File: src/rtl/fb_pkg.sv
`default_nettype none
// ============================================================================
// fb_pkg : shared frame-buffer pixel type and screen constants
// Revision: 1.0
// ============================================================================
package fb_pkg;

  localparam int         FB_WIDTH    = 160;
  localparam int         FB_HEIGHT   = 120;
  localparam int         FB_ADDR_W   = 15;
  localparam logic [2:0] FB_BG_COLOR = 3'b000;

  typedef struct packed {
    logic [FB_ADDR_W-1:0] addr;
    logic [2:0]           color;
  } pixel_t;

endpackage
`default_nettype wire

File: src/rtl/pixel_fifo.sv
`default_nettype none
// ============================================================================
// pixel_fifo : synchronous FIFO of pixel_t entries with full/empty flags
// Revision: 1.0
// ============================================================================
module pixel_fifo
  import fb_pkg::*;
#(
  parameter int  DEPTH = 4,
  parameter type T     = pixel_t
) (
  input  logic clk,
  input  logic reset_n,
  input  logic push,
  input  T     din,
  input  logic pop,
  output T     head,
  output logic full,
  output logic empty
);

  localparam int         AW      = (DEPTH > 1) ? $clog2(DEPTH) : 1;
  localparam logic [AW:0] PTR_ONE = (AW+1)'(1);

  T            mem_q [DEPTH];
  T            mem_d [DEPTH];
  logic [AW:0] wr_ptr_q, wr_ptr_d;
  logic [AW:0] rd_ptr_q, rd_ptr_d;
  logic        do_push, do_pop;

  // Extra pointer MSB distinguishes full from empty when the indices match.
  assign empty   = (wr_ptr_q == rd_ptr_q);
  assign full    = (wr_ptr_q[AW] != rd_ptr_q[AW]) &&
                   (wr_ptr_q[AW-1:0] == rd_ptr_q[AW-1:0]);
  assign do_pop  = pop && !empty;
  assign do_push = push && (!full || do_pop);
  assign head    = mem_q[rd_ptr_q[AW-1:0]];

  always_comb begin
    mem_d    = mem_q;
    wr_ptr_d = wr_ptr_q;
    rd_ptr_d = rd_ptr_q;
    if (do_push) begin
      mem_d[wr_ptr_q[AW-1:0]] = din;
      wr_ptr_d                = wr_ptr_q + PTR_ONE;
    end
    if (do_pop) begin
      rd_ptr_d = rd_ptr_q + PTR_ONE;
    end
  end

  always_ff @(posedge clk or negedge reset_n) begin
    if (!reset_n) begin
      wr_ptr_q <= '0;
      rd_ptr_q <= '0;
      for (int i = 0; i < DEPTH; i++) begin
        mem_q[i] <= '0;
      end
    end else begin
      wr_ptr_q <= wr_ptr_d;
      rd_ptr_q <= rd_ptr_d;
      mem_q    <= mem_d;
    end
  end

endmodule
`default_nettype wire

File: src/rtl/fb_pixel_writer.sv
`default_nettype none
// ============================================================================
// fb_pixel_writer : buffers the draw pixel stream and writes it to frame RAM,
// with a full-screen clear sweep. FB_DROP_COUNT_EN adds a drop counter port.
// Revision: 1.0
// ============================================================================
module fb_pixel_writer
  import fb_pkg::*;
#(
  parameter int         WIDTH      = FB_WIDTH,
  parameter int         HEIGHT     = FB_HEIGHT,
  parameter int         ADDR_W     = FB_ADDR_W,
  parameter int         FIFO_DEPTH = 4,
  parameter logic [2:0] BG_COLOR   = FB_BG_COLOR
) (
  input  logic              clk,
  input  logic              reset_n,
  input  logic [9:0]        x,
  input  logic [9:0]        y,
  input  logic [2:0]        color,
  input  logic              plot,
  output logic              ready,
  input  logic              clear_req,
  output logic              clear_done,
  output logic              busy,
  output logic [ADDR_W-1:0] mem_addr,
  output logic [2:0]        mem_data,
  output logic              mem_we,
  input  logic              mem_stall
`ifdef FB_DROP_COUNT_EN
  , output logic [15:0]     drop_count
`endif
);

  localparam int            NPIX     = WIDTH * HEIGHT;
  localparam logic [ADDR_W:0] SWEEP_END = (ADDR_W+1)'(NPIX);
  localparam logic [ADDR_W:0] SWEEP_ONE = (ADDR_W+1)'(1);
  localparam logic [10:0]   X_LIM    = 11'(WIDTH);
  localparam logic [10:0]   Y_LIM    = 11'(HEIGHT);

  typedef enum logic [0:0] {
    ST_IDLE  = 1'b0,
    ST_CLEAR = 1'b1
  } state_t;

  state_t            state_q, state_d;
  logic [ADDR_W:0]   sweep_q, sweep_d;
  logic [ADDR_W-1:0] mem_addr_q, mem_addr_d;
  logic [2:0]        mem_data_q, mem_data_d;
  logic              mem_we_q, mem_we_d;
  logic              clear_done_q, clear_done_d;

  logic              on_screen, fifo_push, fifo_pop, fifo_full, fifo_empty;
  logic              port_free;
  logic [20:0]       lin_addr;
  pixel_t            push_pix, head_pix;

  assign on_screen = ({1'b0, x} < X_LIM) && ({1'b0, y} < Y_LIM);
  assign lin_addr  = 21'(y) * 21'(WIDTH) + 21'(x);
  assign push_pix  = '{addr: FB_ADDR_W'(lin_addr), color: color};
  assign fifo_push = plot && ready && on_screen;
  assign ready     = !fifo_full;

  pixel_fifo #(
    .DEPTH (FIFO_DEPTH),
    .T     (pixel_t)
  ) u_fifo (
    .clk     (clk),
    .reset_n (reset_n),
    .push    (fifo_push),
    .din     (push_pix),
    .pop     (fifo_pop),
    .head    (head_pix),
    .full    (fifo_full),
    .empty   (fifo_empty)
  );

  // The write register may be reloaded once its current write has completed.
  assign port_free = !mem_we_q || !mem_stall;

  always_comb begin
    state_d      = state_q;
    sweep_d      = sweep_q;
    mem_addr_d   = mem_addr_q;
    mem_data_d   = mem_data_q;
    mem_we_d     = mem_we_q;
    clear_done_d = 1'b0;
    fifo_pop     = 1'b0;
    case (state_q)
      ST_IDLE: begin
        if (clear_req) begin
          state_d = ST_CLEAR;
          sweep_d = '0;
          if (port_free) mem_we_d = 1'b0;
        end else if (port_free) begin
          mem_we_d = !fifo_empty;
          fifo_pop = !fifo_empty;
          if (!fifo_empty) begin
            mem_addr_d = ADDR_W'(head_pix.addr);
            mem_data_d = head_pix.color;
          end
        end
      end
      ST_CLEAR: begin
        // sweep_q counts issued sweep writes; reaching the end with the port
        // free means the final address has been accepted.
        if (port_free) begin
          if (sweep_q != SWEEP_END) begin
            mem_we_d   = 1'b1;
            mem_addr_d = sweep_q[ADDR_W-1:0];
            mem_data_d = BG_COLOR;
            sweep_d    = sweep_q + SWEEP_ONE;
          end else begin
            mem_we_d     = 1'b0;
            clear_done_d = 1'b1;
            state_d      = ST_IDLE;
          end
        end
      end
      default: state_d = ST_IDLE;
    endcase
  end

  always_ff @(posedge clk or negedge reset_n) begin
    if (!reset_n) begin
      state_q      <= ST_IDLE;
      sweep_q      <= '0;
      mem_addr_q   <= '0;
      mem_data_q   <= '0;
      mem_we_q     <= 1'b0;
      clear_done_q <= 1'b0;
    end else begin
      state_q      <= state_d;
      sweep_q      <= sweep_d;
      mem_addr_q   <= mem_addr_d;
      mem_data_q   <= mem_data_d;
      mem_we_q     <= mem_we_d;
      clear_done_q <= clear_done_d;
    end
  end

  assign mem_addr   = mem_addr_q;
  assign mem_data   = mem_data_q;
  assign mem_we     = mem_we_q;
  assign clear_done = clear_done_q;
  assign busy       = (state_q == ST_CLEAR) || !fifo_empty || mem_we_q;

`ifdef FB_DROP_COUNT_EN
  logic [15:0] drop_count_q, drop_count_d;

  always_comb begin
    drop_count_d = drop_count_q;
    if (plot && !ready && on_screen && (drop_count_q != 16'hFFFF)) begin
      drop_count_d = drop_count_q + 16'd1;
    end
  end

  always_ff @(posedge clk or negedge reset_n) begin
    if (!reset_n) drop_count_q <= '0;
    else          drop_count_q <= drop_count_d;
  end

  assign drop_count = drop_count_q;
`endif

endmodule
`default_nettype wire

File: config.mk
export PLATFORM = sky130hd
export DESIGN_NAME = fb_pixel_writer
export DESIGN_NICKNAME = d
export VERILOG_FILES = /design/src/rtl/fb_pkg.sv /design/src/rtl/pixel_fifo.sv /design/src/rtl/fb_pixel_writer.sv
export SDC_FILE = /design/constraint.sdc
export NUM_CORES = 1
export LEC_CHECK = 0
export ABC_AREA = 0
export CAP_MARGIN = 20
export CORE_MARGIN = 1.5
export CORE_UTILIZATION = 55
export CTS_BUF_LIST = sky130_fd_sc_hd__clkbuf_8
export CTS_CLUSTER_SIZE = 16
export DETAILED_ROUTE_END_ITERATION = 8
export MAX_ROUTING_LAYER = met4
export PLACE_DENSITY = 0.76
export SYNTH_ARGS = -nofsm -noshare
export SYNTH_HDL_FRONTEND = slang
export SYNTH_SLANG_ARGS = --single-unit
File: constraint.sdc
create_clock -name clk -period 3.8 [get_ports clk]
set_clock_uncertainty 0.05 [all_clocks]
set_input_delay 0.76 -clock clk [delete_from_list [all_inputs] [get_ports clk]]
set_output_delay 0.76 -clock clk [all_outputs]
set_load 0.02 [all_outputs]
# Word level (Yosys, flattened, before mapping)
# Index checks and enable logic that the tools add are counted.
[word_totals] ramBits=0 out_inout_bits=22 wordCells=94 mem_count=0 register_bits=115 latchBits=0 mem_bits_ro=0
[classes] n_reduce_logical=18 n_mux=37 bitwise=3 div_mod_pow=0 n_shift=0 mul=1 magnitude_cmp=5 addsub=4 eq_ne=10
[ops] op="two-way mux 15 bit" count=5
[ops] op="bitwise mux 72 bit" count=1
[ops] op="two-way mux 18 bit" count=3
[ops] op="two-way mux 16 bit" count=3
[ops] op="binary-select mux 18 bit (select 2 bit)" count=1
[ops] op="demux 18 bit (select 2 bit)" count=1
[ops] op="case mux 16 bit (2 select lines)" count=1
[ops] op="case mux 15 bit (2 select lines)" count=1
[ops] op="adder 16 x 1 -> 16 bit (second input constant)" count=1
[ops] op="inequality test 16 x 15 -> 1 bit (second input constant)" count=1
[ops] op="adder 15 x 10 -> 15 bit" count=1
[ops] op="two-way mux 3 bit" count=5
[ops] op="two-way mux 1 bit" count=13
[ops] op="less-than comparator 10 x 7 -> 1 bit (second input constant)" count=1
[ops] op="less-than comparator 10 x 8 -> 1 bit (second input constant)" count=1
[ops] op="multiplier 10 x 3 -> 10 bit (second input constant)" count=1
[ops] op="inequality test 2 bit (second input constant)" count=4
[ops] op="logical AND 1 bit" count=7
[ops] op="adder 3 x 1 -> 3 bit (second input constant)" count=2
[ops] op="greater-or-equal comparator 3 bit (second input constant)" count=2
[ops] op="NOT 2 -> 3 bit" count=2
[ops] op="case mux 3 bit (2 select lines)" count=1
[ops] op="AND reduction 5 bit" count=1
[ops] op="logical NOT 1 bit" count=4
[ops] op="other kinds (10)" count=15

# Longest topological paths before layout
# Gate-level depths: netlist of run 1.
[logic_depth] depth_word=8 mapped_depth=9

# Hierarchy
# Synthesis of run 1 repeated with hierarchy kept, for this count alone.
[unflattened] cells_unflattened=485 hier_area_um2=6185.9
[by_module_without_submodules] mod="pixel_fifo" n_inst=1 cells_each=214 area_each_um2=3681.0
[by_module_without_submodules] mod="fb_pixel_writer" n_inst=1 cells_each=271 area_each_um2=2504.9

# Least setup slack after synthesis of run 1
# Ideal clock, no wire load.
[synth_path] path_kind="input-to-reg" from="in y[1]" to="reg u_fifo.mem_q[17] (netlist bit)" t_required_ps=3625 cell_stages=9 slack_ps=663 arrival_ps=2963 cell_sequence="ha_1 > ha_1 > fa_1 > ha_1 > nand2_1 > o21ai_0 > nand4_2 > xnor2_2 > mux2_2"
[synth_between] elab_chain_cells=4 elab_cells_between_ends=7 classes_between="add/sub: 1; mul: 1; order compare: 1; mux: 1; reduce/logical: 3"
[synth_lines] element="start: declaration" line_no="fb_pixel_writer.sv:19" rtl="input logic [9:0] y,"
[synth_lines] element="branches (longest 4 deep; another with adder 15 x 10 -> 15 bit)"
[synth_lines] element="end signal: assignment" line_no="pixel_fifo.sv:62" rtl="mem_q <= mem_d;"
[synth_lines] element="end: declaration" line_no="pixel_fifo.sv:25" rtl="T mem_q [DEPTH];"
# Several ways; the timed one is not identified.
# A chain may end at the register's enable or synchronous reset.

# Worst setup path in the final report of run 1
[layout_path] from="in y[1]" to="reg u_fifo.mem_q[52] (netlist bit)"
# The elaborated chain is that of the path after synthesis.

==> impl_results.md, run 1 <==
* Most numerous cell in the Yosys netlist: dfrtp_1
* Post-CTS setup buffer count at 0
* Syn-to-layout area delta at 17.9%
* Drt via density at 5.63
* H-Tree Depth at 4
* Syn Nets at 533
* Worst hold path type: in -> async
* Fin Setup TNS at 0 ns
* IO Port Bufs at 49
* M1 GR Usage at 0.305
* TritonCTS clock tree: yes
* Crit path kind: in -> reg
* LEAKAGE at 3.26 nW
* IO Count at 50
* Remaining antenna violation count after routing at 0
* CTS buffer count at 17
* Wire per inst at 17.0 µm
* CP endpoint kind: flip-flop
* Global-route wire length before repair at 19800 µm
* Worst R2R End: mem_addr[2]
* Diodes inserted at 0
* Commonest cells in the netlist: dfrtp_1, mux2_2, nor2_1
* Slew of the pin with the lowest slew margin at 1.01 ns
* Register area share after synthesis at 0.486
* Number of synthesized flops with an enable pin at 0
* CP arrival at 3.55 ns
* Met2 Usage GRT at 0.368
* RSZ-0062 raised after global routing: no
* CP max FO at 4
* Synth async-reset ratio at 1.00
* Area of the multi-input gates at 2840 µm²
* Clock buffer depth at 2
* Max cap viols at 0
* Flop-to-flop setup slack at 1.11 ns
* Place WS at 0.0382 ns
* Vias in the first global route at 3967
* Largest net degree at the start of global routing at 68
* Fin crit share at 0.870
* Crit. Startpoint: y[1]
* CTS hold repair buffers at 0
* Cells on worst reg2reg path at 7
* Fillers at 758
* Largest area contributor in the netlist: dfrtp_1
* Hold_ws at 0.355 ns
* CP Launch Type: input pin
* Synth warnings at 0
* Largest family of logic cells by synthesized area: multiplexers
* VDD IR max at 0.245 mV
* Die area at 11400 µm²
* Placer Congestion at 0.793
* Row cnt at 37
* Final Core Density at 0.673
* Post-synthesis xor/xnor area fraction at 0.0501
* Die height at 107 µm
* Post_cts resized at 0
* Share of layout cells above drive strength 1 at 0.233
* Effective utilization at floorplan at 0.571
* Number of DRC markers in iteration 0 at 195
* Root Buffer: clkbuf_8
* DR vias at 3825
* Core footprint at 10400 µm²
* Final hold violation count at 0
* Synth Area in Simple Gates at 0.0905
* Setup ws final at 0.495 ns
* Mux cell area share after synthesis at 0.217
* Ys flop type: dfrtp_1
* Remaining Overflow, GRT at 0
* Yosys cell types at 49
* GR Util met3 at 0.0498
* Power Density at 503 nW/µm²
* DP Wirelength at 7820 µm
* Period minus WS final at 3.30 ns
* Synth area leaders: dfrtp_1, mux2_2, mux4_2
* Initial antenna violation count at 0
* Final-report max-slew violation count at 0
* Reg clk slew, reported paths at 0.07 ns
* RR Startpoint: sweep_q[0]
* Yosys top cell area share at 0.486
* Final WL at 11600 µm
* Register area at 2880 µm²
* Avg Cell Area, Syn at 12.4 µm²
* Worst setup path end: u_fifo.mem_q[52]
* Endpoints failing setup at 0
* Compound-Gate Fraction of Synth Area at 0.0628
* Final nets at 586
* Seq cells post-synth at 115
* Post-Syn Area at 5920 µm²
* First-pass DRT Iterations at 4
* Skew-Pair Late Insertion Delay at 0.43 ns
* Max_slew headroom at 0.322
* Chip width at 107 µm
* # DRC at 0
* Maximum clock rate at 303 MHz
* Layer with the highest usage: met2
* Syn Inst Count at 478
* Total GRT Usage at 0.235
* Status: completed
* Clk sinks at 115
* Synth Area in Adders at 0.0596
* Critical Path RT at 4.04 ns
## placed cells by master, fill, tap and decap left out, types with 2 or more instances in the layout
cell	count
dfrtp_1	115
xnor2_1	20
a22oi_1	3
ha_1	25
bufinv_16	6
buf_4	5
clkdlybuf4s50_1	48
clkinv_2	2
fa_1	2
nand4_1	8
and2_2	4
inv_1	18
and2_1	3
nand2_1	34
nand3_1	5
nor2b_1	3
clkbuf_8	21
a21oi_1	14
xor2_1	12
o21ai_0	27
nor3_1	3
nor4b_1	3
a22o_1	3
o21bai_1	2
mux2i_1	19
or3_1	2
mux4_2	18
mux2_2	61
nor2_1	36
## final cells by class
cell class | count | share of cell area
clock inverter | 11 | 0.0294
clock buffer | 21 | 0.0414
tap | 136 | 0.0244
multi-input combinational | 327 | 0.407
timing repair buffer | 54 | 0.0771
inverter | 16 | 0.00861
sequential | 115 | 0.412
## metrics by stage
stage                     instances  total power [mW]  cell area (µm²)
after floorplan                 478              1.90             5920
after global placement          648              2.10             6480
after detailed placement        648              2.13             6480
after CTS                       680              3.53             6980
after global routing            680              3.67             6980
final                           680              3.51             6980
## state kept, by name, indices dropped and copies added, names as in the netlist
signal / flops
sweep_q: 16
state_q: 1
mem_we: 1
u_fifo.rd_ptr_q: 3
u_fifo.wr_ptr_q: 3
mem_addr: 15
clear_done: 1
u_fifo.mem_q: 72
mem_data: 3
## critical path, cell delays in order
cell and delay, ns:
clkdlybuf4s50_1 0.46, ha_1 0.33, ha_1 0.24, fa_1 0.41, a211oi_1 0.33, nor2_1 0.10, xor2_1 0.28, o2111ai_1 0.18
xor2_1 0.32, a21oi_1 0.13
## routing by layer
metal  vias to the layer above  wire (µm)
met4                         0        225
li1                       1811          -
met3                        18        335
met2                        83       5740
met1                      1913       5250
met5                         -          0
## worst min-delay path by stage
stage / cells past startpoint / startpoint / slack (ns) / end
2_1_floorplan: 0 / reset_n / 0.41 / clear_done
3_3_place_gp: 2 / mem_addr[7] / 0.41 / mem_addr[7]
3_5_place_dp: 2 / mem_addr[6] / 0.42 / mem_addr[6]
4_1_cts: 1 / reset_n / 0.40 / state_q
5_1_grt: 1 / reset_n / 0.43 / clear_done
6_report: 1 / reset_n / 0.36 / state_q
## kinds of logic after synthesis
| group | count (synthesis) |
|---|---|
| flip-flops | 115 |
| AO/OA/AOI/OAI | 60 |
| multiplexers | 98 |
| buffers and inverters | 36 |
| XOR/XNOR | 33 |
| adder cells (fa/ha/maj) | 27 |
| AND/OR/NAND/NOR | 109 |
## power breakdown
group          internal, mW  switching, mW
combinational         0.304          0.332
sequential             1.36          0.117
clock                 0.910          0.484
total                  2.58          0.934
Note: power is estimated with default switching activity, not from simulation.
==> run 2, diff against run 1 <==
Settings changed: PLACE_DENSITY 0.76 to 0.72, SLEW_MARGIN from default to 20.
==> run 2 against run 1 <==
  * Maximum frequency is 1.4% higher
  * Core utilization is 1.0 points lower
  * Register-to-register slack worse by 0.07 ns
  * Cell count is 0.15% higher
==> impl_results.md, run 2 (synthesized netlist as in run 1, its figures left out) <==
* Status: completed
* Worst hold path type: in -> async
* Final nets at 587
* Placer Congestion at 0.818
* Reg clk slew, reported paths at 0.07 ns
* CTS buffer count at 17
* Largest net degree at the start of global routing at 116
* Endpoints failing setup at 0
* Largest reg by FF count: u_fifo.mem_q
* IO Port Bufs at 49
* Drt via density at 5.60
* VDD IR max at 0.208 mV
* CP arrival at 3.50 ns
* Final hold violation count at 0
* Max reg flops at 72
* CTS hold repair buffers at 0
* Worst R2R End: mem_addr[3]
* Diodes inserted at 0
* Max cap viols at 0
* Post_cts resized at 0
* Power Density at 464 nW/µm²
* Final Instance Area at 6870 µm²
* Die height at 107 µm
* Remaining antenna violation count after routing at 0
* Fillers at 788
* Effective utilization at floorplan at 0.571
* Root Buffer: clkbuf_8
* DR vias at 3817
* Maximum clock rate at 307 MHz
* Remaining Overflow, GRT at 0
* Placed cell areas at 6490 µm²
* Wire per inst at 16.3 µm
* Die area at 11400 µm²
* Critical-path cell list: clkdlybuf4s50_1 -> ha_1 -> ha_1 -> fa_1 -> a211oi_1 -> nor2_1 -> xor2_1 -> o2111ai_1 -> xor2_1 -> a21oi_1
* Global-route wire length before repair at 18400 µm
* TritonCTS clock tree: yes
* Largest incremental delay on the critical path at 0.45 ns
* Place WS at 0.0884 ns
* CP Launch Type: input pin
* Total GRT Usage at 0.219
* Syn-to-layout area delta at 16.1%
* Setup ws final at 0.540 ns
* Final-report max-slew violation count at 0
* Skew-Pair Late Insertion Delay at 0.43 ns
* CP max FO at 4
* Vias in the first global route at 3868
* Initial antenna violation count at 0
* Cells on worst reg2reg path at 7
* Crit. Startpoint: y[1]
* Worst setup path end: u_fifo.mem_q[70]
* Layout Cells excl Fill at 681
* Final WL at 11100 µm
* CP endpoint kind: flip-flop
* IO Count at 50
* Commonest cells after routing, fill and taps aside: dfrtp_1, mux2_2, clkdlybuf4s50_1, nor2_1, nand2_1
* Period minus WS final at 3.26 ns
* LEAKAGE at 3.22 nW
* RR Startpoint: sweep_q[0]
* Crit path kind: in -> reg
* Flop-to-flop setup slack at 1.04 ns
* Inst Count DP at 649
* Fin crit share at 0.858
* Tot Pwr at 3.19 mW
* Chip width at 107 µm
* Row cnt at 37
* DP Wirelength at 7680 µm
* Number of DRC markers in iteration 0 at 162
* First-pass DRT Iterations at 5
* Critical Path RT at 4.04 ns
* Clk sinks at 115
* Slew of the pin with the lowest slew margin at 0.941 ns
* Fin Setup TNS at 0 ns
* Critical path's slowest cell: clkdlybuf4s50_1
* RSZ-0062 raised after global routing: no
* # DRC at 0
* H-Tree Depth at 4
* Clock buffer depth at 2
* Share of layout cells above drive strength 1 at 0.235
* Commonest non-fill, non-tap cell in the layout: dfrtp_1
* Max_slew headroom at 0.371
* Core footprint at 10400 µm²
* Post-CTS setup buffer count at 0
-- run 2: cell types whose count changed in the layout (fill, tap and decap cells not counted) --
| cell | delta |
|---|---|
| buf_4 | +1 |
| clkinvlp_4 | +1 |
| clkinv_2 | +5 |
| clkbuf_8 | -2 |
| bufinv_16 | -4 |
-- run 2: through the flow --
stage               hold slack, ns   util
floorplan                    0.412      -
global placement             0.409  0.626
detailed placement           0.420  0.626
CTS                          0.368  0.663
global route                 0.412  0.663
finish                       0.330  0.663
-- run 2: worst min path at each step --
stage                       from      endpoint
floorplan                reset_n    clear_done
global placement    mem_addr[14]  mem_addr[14]
detailed placement  mem_addr[12]  mem_addr[12]
CTS                      reset_n    sweep_q[0]
global route             reset_n   mem_addr[0]
finish                   reset_n   mem_data[2]
-- run 2: per-layer routing --
layer | GRT usage | part of all wire
met5 | - | 0
met4 | 0.0876 | 0.010
met3 | 0.0523 | 0.035
met2 | 0.339 | 0.49
met1 | 0.280 | 0.46
-- run 2: where the power goes --
group,switching (mW),total [mW],leakage (nW),internal [mW]
clock network,0.475,1.08,0.203,0.602
registers,0.113,1.48,1.53,1.36
logic,0.330,0.637,1.48,0.307
total,0.917,3.19,3.22,2.27
-- run 2: layout make-up --
class,count,area (µm²),share of cell area
well taps,136,170,0.0248
multi-input cells,327,2840,0.413
flip-flops and latches,115,2880,0.419
clock buffers,19,262,0.0381
inverters,16,60.1,0.00874
clock inverters,13,118,0.0171
repair buffers,55,546,0.0794
-- run 2: critical path: cells and delay by family --
family,cells,cell delay (ns)
compound gates,3,0.61
simple gates,1,0.10
buf+inv,1,0.45
xor+xnor,2,0.61
fa+ha+maj,3,0.98
==> run 3, diff against run 2 <==
Settings changed: CORE_UTILIZATION 55 to 40, PLACE_DENSITY 0.72 to 0.55.
==> run 3 against run 2 <==
  * Cell area grew 1.8%
  * Sequential share of layout area is 0.73 points lower
  * Register-to-register slack better by 0.44 ns
  * Non-clock buffer count grew 3
  * Hold slack gained 0.047 ns
  * Sequential power is essentially flat
  * Via count shrank 0.71%
  * Clock power is 9% higher
  * Combinational power about the same
  * Global-route usage fell by 4.7 points
  * Worst setup slack worse by 0.0045 ns
  * Highest routed layer unchanged
==> impl_results.md, run 3 (synthesized netlist as in run 1, its figures left out) <==
* Status: completed
* Worst R2R End: sweep_q[14]
* Largest incremental delay on the critical path at 0.46 ns
* First-pass DRT Iterations at 4
* # DRC at 0
* Final WL at 12000 µm
* DR vias at 3790
* Row cnt at 44
* Largest net degree at the start of global routing at 64
* DP Wirelength at 8240 µm
* LEAKAGE at 3.22 nW
* Die height at 125 µm
* Skew-Pair Late Insertion Delay at 0.43 ns
* Critical Path RT at 4.03 ns
* Crit. Startpoint: y[1]
* Power Density at 472 nW/µm²
* Clock buffer depth at 2
* Slew of the pin with the lowest slew margin at 0.800 ns
* Final Core Density at 0.483
* H-Tree Depth at 4
* Commonest non-fill, non-tap cell in the layout: dfrtp_1
* Vias in the first global route at 3998
* CP Launch Type: input pin
* Critical path's slowest cell: clkdlybuf4s50_1
* Wire per inst at 16.4 µm
* Drt via density at 5.18
* CTS buffer count at 17
* RSZ-0062 raised after global routing: no
* Syn-to-layout area delta at 18.2%
* Commonest cells after routing, fill and taps aside: dfrtp_1, mux2_2, clkdlybuf4s50_1, nor2_1, nand2_1
* Largest reg by FF count: u_fifo.mem_q
* Max reg flops at 72
* Number of DRC markers in iteration 0 at 213
* Die area at 15500 µm²
* Remaining Overflow, GRT at 0
* Share of layout cells above drive strength 1 at 0.243
* Chip width at 125 µm
* Post_cts resized at 0
* Diodes inserted at 0
* Effective utilization at floorplan at 0.409
* Max cap viols at 0
* Register area at 2880 µm²
* Critical-path cell list: clkdlybuf4s50_1 -> ha_1 -> ha_1 -> fa_1 -> a211oi_1 -> nor2_1 -> xor2_1 -> o2111ai_1 -> xor2_1 -> a21oi_1
* Remaining antenna violation count after routing at 0
* Fin crit share at 0.859
* Placed cell areas at 6580 µm²
* Buf/Inv on CP at 1
* Crit path kind: in -> reg
* Core footprint at 14500 µm²
* Placer Congestion at 0.763
* Final hold violation count at 0
* CP max FO at 4
* Reg clk slew, reported paths at 0.07 ns
* IO Port Bufs at 49
* Initial antenna violation count at 0
* Period minus WS final at 3.26 ns
* Fillers at 1313
* Hold_ws at 0.378 ns
* CP endpoint kind: flip-flop
* Endpoints failing setup at 0
* Clk sinks at 115
* Global-route wire length before repair at 20400 µm
* Area of the multi-input gates at 2840 µm²
* Maximum clock rate at 306 MHz
* Flop-to-flop setup slack at 1.48 ns
* Fin Setup TNS at 0 ns
* TritonCTS clock tree: yes
* CP arrival at 3.50 ns
* Total GRT Usage at 0.172
* Cells on worst reg2reg path at 8
* Root Buffer: clkbuf_8
* CTS hold repair buffers at 0
* Final nets at 590
* IO Count at 50
* RR Startpoint: sweep_q[0]
* Final-report max-slew violation count at 0
* Final Instance Area at 6990 µm²
* Worst hold path type: in -> async
* Max_slew headroom at 0.467
* Top delay family on crit path: adder cells
* VDD IR max at 0.211 mV
* Post-CTS setup buffer count at 0
-- run 3: changes by cell type in the layout (fill, tap and decap cells not counted), sizes merged --
cell and delta:
clkinvlp +3, bufinv +1, inv -1, clkbuf -2
clkinv -1, buf +3
-- run 3: per-stage QoR --
| step | setup WS, ns | power [mW] | instances |
|---|---|---|---|
| after floorplan | 0.663 | 1.90 | 478 |
| after global placement | 0.149 | 2.12 | 700 |
| after detailed placement | 0.0827 | 2.15 | 700 |
| after CTS | 0.543 | 3.34 | 732 |
| after global routing | 0.345 | 3.48 | 732 |
| final | 0.535 | 3.30 | 732 |
-- run 3: how the worst max path moves through the flow --
stage	endpoint	slack, ns	cells after the start
floorplan	u_fifo.mem_q[17]	0.66	9
global placement	u_fifo.mem_q[70]	0.15	10
detailed placement	u_fifo.mem_q[70]	0.08	10
CTS	u_fifo.mem_q[70]	0.54	10
global route	u_fifo.mem_q[70]	0.34	10
finish	u_fifo.mem_q[70]	0.54	10
-- run 3: where the power goes --
part           switching, mW  total, mW  internal (mW)  leakage (nW)
Sequential             0.115       1.48           1.36          1.53
Clock                  0.532       1.18          0.652         0.194
Combinational          0.331      0.638          0.307          1.50
Total                  0.978       3.30           2.32          3.22
-- run 3: layer usage --
layer / global-route usage / vias up / routed length, µm
li1: - / 1814 / -
met1: 0.226 / 1894 / 5680
met2: 0.269 / 67 / 5820
met3: 0.0348 / 15 / 364
met4: 0.0581 / 0 / 162
met5: - / - / 0
-- run 3: cell type report --
class | count | share of cell area
sequential | 115 | 0.411
multi-input combinational | 327 | 0.406
timing repair buffer | 58 | 0.0812
clock buffer | 17 | 0.0335
tap | 184 | 0.0329
clock inverter | 15 | 0.0265
inverter | 16 | 0.00859
